### src/rtl/rename_pkg.sv
// Shared rename types and default sizing.
// Decode, ROB and dispatch import the same register typedefs.
package rename_pkg;

  localparam int ARCH_REGS_D = 32;
  localparam int PHYS_REGS_D = 64;
  localparam int WIDTH_D     = 2;

  localparam int AW_D = $clog2(ARCH_REGS_D);
  localparam int PW_D = $clog2(PHYS_REGS_D);

  typedef logic [AW_D-1:0] areg_t;
  typedef logic [PW_D-1:0] preg_t;

endpackage

### src/rtl/rename_free_list.sv
// Circular free list of physical registers.
// Holds speculative head, commit head and tail pointers.
module rename_free_list
  import rename_pkg::*;
#(
  parameter  int ARCH_REGS = ARCH_REGS_D,
  parameter  int PHYS_REGS = PHYS_REGS_D,
  parameter  int WIDTH     = WIDTH_D,
  localparam int PW        = $clog2(PHYS_REGS)
) (
  input  logic          clk,
  input  logic          rst,
  input  logic [PW:0]   pop_cnt,
  input  logic          push_valid [WIDTH],
  input  logic [PW-1:0] push_pd    [WIDTH],
  input  logic [PW:0]   commit_cnt,
  input  logic          restore,
  output logic [PW-1:0] pop_pd     [WIDTH],
  output logic [PW:0]   free_count
);

  localparam int CW    = PW + 1;
  localparam int FREE0 = PHYS_REGS - ARCH_REGS;

  logic [PW-1:0] mem [PHYS_REGS];
  logic [PW:0]   head;
  logic [PW:0]   chead;
  logic [PW:0]   tail;
  logic [PW:0]   push_cnt;
  logic [PW-1:0] rd_idx [WIDTH];
  logic [PW-1:0] wr_idx [WIDTH];

  // pushes are compacted so retire lanes land in lane order
  always_comb begin
    push_cnt = '0;
    for (int i = 0; i < WIDTH; i++) begin
      rd_idx[i] = head[PW-1:0] + PW'(i);
      pop_pd[i] = mem[rd_idx[i]];
      wr_idx[i] = tail[PW-1:0] + push_cnt[PW-1:0];
      if (push_valid[i]) push_cnt = push_cnt + CW'(1);
    end
  end

  always_ff @(posedge clk or posedge rst) begin
    if (rst) begin
      for (int i = 0; i < PHYS_REGS; i++)
        mem[i] <= (i < FREE0) ? PW'(ARCH_REGS + i) : '0;
      head  <= '0;
      chead <= '0;
      tail  <= CW'(FREE0);
    end else begin
      for (int i = 0; i < WIDTH; i++)
        if (push_valid[i]) mem[wr_idx[i]] <= push_pd[i];
      chead <= chead + commit_cnt;
      head  <= restore ? chead + commit_cnt
                       : head + pop_cnt;
      tail  <= tail + push_cnt;
    end
  end

  assign free_count = tail - head;

endmodule

### src/rtl/rename_unit.sv
// Multi-lane register rename stage with speculative and
// committed RATs, intra-group bypass and flush recovery.
module rename_unit
  import rename_pkg::*;
#(
  parameter  int ARCH_REGS = ARCH_REGS_D,
  parameter  int PHYS_REGS = PHYS_REGS_D,
  parameter  int WIDTH     = WIDTH_D,
  localparam int AW        = $clog2(ARCH_REGS),
  localparam int PW        = $clog2(PHYS_REGS)
) (
  input  logic          clk,
  input  logic          rst,
  input  logic          in_valid   [WIDTH],
  input  logic [AW-1:0] in_rs1     [WIDTH],
  input  logic [AW-1:0] in_rs2     [WIDTH],
  input  logic [AW-1:0] in_rd      [WIDTH],
  input  logic          in_wen     [WIDTH],
  output logic          in_ready,
  output logic          out_valid  [WIDTH],
  output logic [PW-1:0] out_ps1    [WIDTH],
  output logic [PW-1:0] out_ps2    [WIDTH],
  output logic [PW-1:0] out_pd     [WIDTH],
  output logic [PW-1:0] out_old_pd [WIDTH],
  input  logic          ret_valid  [WIDTH],
  input  logic [AW-1:0] ret_rd     [WIDTH],
  input  logic [PW-1:0] ret_pd     [WIDTH],
  input  logic [PW-1:0] ret_old_pd [WIDTH],
  input  logic          ret_wen    [WIDTH],
  input  logic          flush,
  output logic [PW:0]   free_count
);

  localparam int CW = PW + 1;

  logic [PW-1:0] spec_rat    [ARCH_REGS];
  logic [PW-1:0] com_rat     [ARCH_REGS];
  logic [PW-1:0] com_rat_nxt [ARCH_REGS];

  logic          alloc    [WIDTH];
  logic [PW-1:0] pd       [WIDTH];
  logic [PW-1:0] ps1      [WIDTH];
  logic [PW-1:0] ps2      [WIDTH];
  logic [PW-1:0] old_pd   [WIDTH];
  logic [PW-1:0] pop_pd   [WIDTH];
  logic          ret_push [WIDTH];
  logic [CW-1:0] n_alloc;
  logic [CW-1:0] n_ret;
  logic [CW-1:0] pop_cnt;
  logic          any_valid;
  logic          accept;

  // lane i takes the free-list slot after all earlier allocators
  always_comb begin
    n_alloc   = '0;
    any_valid = 1'b0;
    for (int i = 0; i < WIDTH; i++) begin
      alloc[i] = in_valid[i] && in_wen[i] && (in_rd[i] != '0);
      any_valid = any_valid || in_valid[i];
      pd[i] = '0;
      for (int k = 0; k < WIDTH; k++)
        if (alloc[i] && n_alloc == CW'(k)) pd[i] = pop_pd[k];
      if (alloc[i]) n_alloc = n_alloc + CW'(1);
    end
  end

  // ascending j so the newest earlier writer wins
  always_comb begin
    for (int i = 0; i < WIDTH; i++) begin
      ps1[i] = (in_rs1[i] == '0) ? '0 : spec_rat[in_rs1[i]];
      ps2[i] = (in_rs2[i] == '0) ? '0 : spec_rat[in_rs2[i]];
      old_pd[i] = alloc[i] ? spec_rat[in_rd[i]] : '0;
      for (int j = 0; j < WIDTH; j++) begin
        if (j < i && alloc[j]) begin
          if (in_rd[j] == in_rs1[i]) ps1[i] = pd[j];
          if (in_rd[j] == in_rs2[i]) ps2[i] = pd[j];
          if (alloc[i] && in_rd[j] == in_rd[i])
            old_pd[i] = pd[j];
        end
      end
    end
  end

  always_comb begin
    com_rat_nxt = com_rat;
    n_ret = '0;
    for (int i = 0; i < WIDTH; i++) begin
      ret_push[i] = ret_valid[i] && ret_wen[i]
                    && (ret_rd[i] != '0);
      if (ret_push[i]) begin
        com_rat_nxt[ret_rd[i]] = ret_pd[i];
        n_ret = n_ret + CW'(1);
      end
    end
  end

  assign in_ready = (free_count >= n_alloc) && !flush;
  assign accept   = in_ready && any_valid;
  assign pop_cnt  = accept ? n_alloc : '0;

  rename_free_list #(
    .ARCH_REGS (ARCH_REGS),
    .PHYS_REGS (PHYS_REGS),
    .WIDTH     (WIDTH)
  ) u_free_list (
    .clk        (clk),
    .rst        (rst),
    .pop_cnt    (pop_cnt),
    .push_valid (ret_push),
    .push_pd    (ret_old_pd),
    .commit_cnt (n_ret),
    .restore    (flush),
    .pop_pd     (pop_pd),
    .free_count (free_count)
  );

  always_ff @(posedge clk or posedge rst) begin
    if (rst) begin
      for (int i = 0; i < ARCH_REGS; i++) begin
        spec_rat[i] <= PW'(i);
        com_rat[i]  <= PW'(i);
      end
      for (int i = 0; i < WIDTH; i++) begin
        out_valid[i]  <= 1'b0;
        out_ps1[i]    <= '0;
        out_ps2[i]    <= '0;
        out_pd[i]     <= '0;
        out_old_pd[i] <= '0;
      end
    end else begin
      com_rat <= com_rat_nxt;
      if (flush)
        spec_rat <= com_rat_nxt;
      else if (accept)
        for (int i = 0; i < WIDTH; i++)
          if (alloc[i]) spec_rat[in_rd[i]] <= pd[i];
      for (int i = 0; i < WIDTH; i++) begin
        out_valid[i]  <= accept && in_valid[i];
        out_ps1[i]    <= accept ? ps1[i] : '0;
        out_ps2[i]    <= accept ? ps2[i] : '0;
        out_pd[i]     <= accept ? pd[i] : '0;
        out_old_pd[i] <= accept ? old_pd[i] : '0;
      end
    end
  end

endmodule

### config.mk
export PLATFORM = sky130hd
export DESIGN_NAME = rename_unit
export DESIGN_NICKNAME = d
export VERILOG_FILES = /design/src/rtl/rename_pkg.sv /design/src/rtl/rename_free_list.sv /design/src/rtl/rename_unit.sv
export SDC_FILE = /design/constraint.sdc
export NUM_CORES = 2
export LEC_CHECK = 0
export CORE_MARGIN = 2
export CORE_UTILIZATION = 50
export DETAILED_ROUTE_END_ITERATION = 8
export PLACE_DENSITY = 0.66
export SLEW_MARGIN = 20
export SYNTH_ARGS = -nofsm -noshare
export SYNTH_HDL_FRONTEND = slang
export SYNTH_HIERARCHICAL = 1
export SYNTH_SLANG_ARGS = --single-unit
### constraint.sdc
create_clock -name clk -period 21.3 [get_ports clk]
set_clock_uncertainty 0.05 [all_clocks]
set_input_delay 3.195 -clock clk [delete_from_list [all_inputs] [get_ports clk]]
set_output_delay 3.195 -clock clk [all_outputs]
set_load 0.05 [all_outputs]
==> out/results.ini <==
[synth]
synth_common_cells=566 x dfrtp_1, 526 x nand2_1, 523 x mux2i_1
synth_top_area_share_pct=23.4
yosys.cell_types.count=84
syn_avg_cell_area_um2=10.1
synth_edf_count=0
synth.most_common_cell=dfrtp_1
ys_seq_area_share_pct=35.2
async_reset_ff_share_pct=100
ys_top_cells_by_area=dfrtp_1 23%, mux4_2 19%, dfstp_2 12%, mux2i_1 8.6%, nand2_1 3.3%
netlist_area_um2=60500
yosysWarnings=6
synth_top_cell_by_area=dfrtp_1
yosys_register_bits=839
netlist_instances=5996
synth_flop_cell=dfrtp_1

[worst_setup_path]
r2r_start=u_free_list/head[0]
crit_path_start=in_rd[4]
crit_chain=clkdlybuf4s50_1, or3_1, o311a_4, buf_4, xor2_1, ha_1, nand2b_1, a2111oi_4, buf_4, nor2_1, clkdlybuf4s50_1
arrival_ns=7.36
crit_path_end_kind=primary output
crit_type=in2out
cp_top_family=buffers and inverters
crit_fanout=49
crit_slowest_cell=clkdlybuf4s50_1
critPathBufInv=4
crit_path_max_incr_delay_ns=0.74
start_kind=input port
cp.required_ns=18.06

[global_routing]
first_global_vias=52400
grtUsageTotal_pct=40.8
antenna_found_initial=11
grt_max_degree=114
grt_overflow=0
grt_pass1_wl_um=374000

[hold_path]
hold_start=com_rat[191]
hp-class=reg2reg

[pwr]
leakagePower_nw=25.2
vdd_drop_max_uv=304
power_density_nw_per_um2=133

[final_layout]
stdcell_count=7391
utilization_pct=54.6
area_growth_pct=8.19
fill_cells=10500
drive_gt1_share_pct=22.6
nets=5801

[clock_tree]
cts-hold-fix-buffers=0
numCtsBuffers=96
cts_sinks=839
htreeDepth=3
clk_pin_slew_ns=0.06
clk-insertion-delay-late_ns=0.79
clockBufferDepth=3
root_buffer=clkbuf_16
post_cts_buffers=0
cts_resized=0
cts_tree=built

[sta]
fin_setup_tns_ns=0
fin_crit_ns=10.60
worst_slew_pin_slew_ns=1.25
fmax_ghz=0.0943
period_share_pct=49.8
rsz0062_at_grt=false
whs_ns=0.319
slew_violations=0
maxSlewHeadroom_pct=16.1
setup_viol=0
hold_viol_final=0

[detailed_routing]
antenna_left=0
routed_wl_um=257000
vias_per_cell=7.42
detail_route.wl_per_cell_um=34.7
num_vias=54800
drc_errors=4
drt_iter0_markers=8973
dr.pass1.iters=9

[floorplan]
die-area_um2=124000
fp-row-count=127
start_util_pct=50.5
coreArea_um2=120000
die_w_um=352
pin_count=133
die_h_um=352

[run]
drv_cap=0

[outcome]
violations=DRC
outcome=complete, but fails checks

[place]
hpwl_um=168000
dp_cells=7209
gp_congestion=1.07
io_buffer_count=132

layer usage:
| layer | track usage (%) | part of all wire [%] | wire (um) |
|---|---|---|---|
| met5 | 0.115 | 0.051 | 131 |
| met2 | 61.4 | 44 | 113000 |
| met4 | 31.2 | 9.6 | 24800 |
| met1 | 49.3 | 34 | 86800 |
| met3 | 12.1 | 12 | 31800 |
layout make-up:
class	count	area, um2	area share [%]
sequential	839	21300	32.6
tap	1612	2020	3.08
timing repair buffer	287	2340	3.57
multi-input combinational	4433	36400	55.6
inverter	38	158	0.241
antenna	1	2.50	0.00382
clock inverter	28	344	0.525
clock buffer	153	2880	4.40
final timing paths:
check	endpoint	slack, ns	cells past startpoint
max	in_ready	10.70	11
min	com_rat[191]	0.32	0
max reg2reg	spec_rat[42]	14.73	12
min reg2reg	com_rat[191]	0.32	0
max in group asynchronous	u_free_list/mem[99]	15.11	5
min in group asynchronous	u_free_list/mem[234]	3.08	2
stage by stage:
stage | total power, mW | instance area (um2) | setup slack, ns
CTS | 8.48 | 65400 | 10.77
finish | 8.69 | 65500 | 10.70
floorplan | 5.23 | 60600 | 6.23
detailed placement | 6.76 | 62200 | 10.79
global placement | 6.69 | 62100 | 10.85
global route | 8.91 | 65500 | 10.61
sequential cells by signal, summed over array words and instances, names as in the netlist:
register and cells:
out_pd 12, u_free_list/mem 384, out_ps2 12, com_rat 192, out_valid 2, u_free_list/chead 7, spec_rat 192, out_ps1 12
u_free_list/tail 7, out_old_pd 12, u_free_list/head 7
where the power goes:
group | internal (mW) | switching (mW)
logic | 1.59 | 2.54
registers | 2.18 | 0.665
clock network | 0.968 | 0.745
total | 4.74 | 3.95
cells in the final DEF (no fill, tap or decap), types with 30 or more instances in the layout:
cell type / count
o21ai_0: 364
a31oi_1: 129
buf_4: 160
nor3_1: 44
dfstp_2: 273
inv_1: 30
a22oi_1: 182
and2_1: 48
clkdlybuf4s50_1: 99
o31ai_1: 137
and3_1: 57
nand2_1: 524
mux2_2: 51
mux4_2: 503
or3_1: 36
a221oi_1: 97
clkbuf_1: 33
nand3_1: 324
nand4_1: 41
nor2_1: 409
dfrtp_1: 564
a21oi_1: 390
clkbuf_16: 98
a211o_1: 35
mux2i_1: 522
nor4_1: 104
a32oi_1: 42
cells by family (layout without fill, tap and decap cells):
| kind of cell | Yosys count | after routing | share of synthesized area (%) |
|---|---|---|---|
| simple gates | 1759 | 1759 | 13.9 |
| compound gates | 1496 | 1496 | 15.6 |
| mux | 1086 | 1086 | 28.6 |
| flops | 839 | 839 | 35.2 |
| buf+inv | 733 | 506 | 5.19 |
| xor+xnor | 51 | 51 | 0.750 |
| fa+ha+maj | 31 | 31 | 0.690 |
| other cells | 1 | 11 | 0.00619 |
Note: power is estimated with default switching activity, not from simulation.
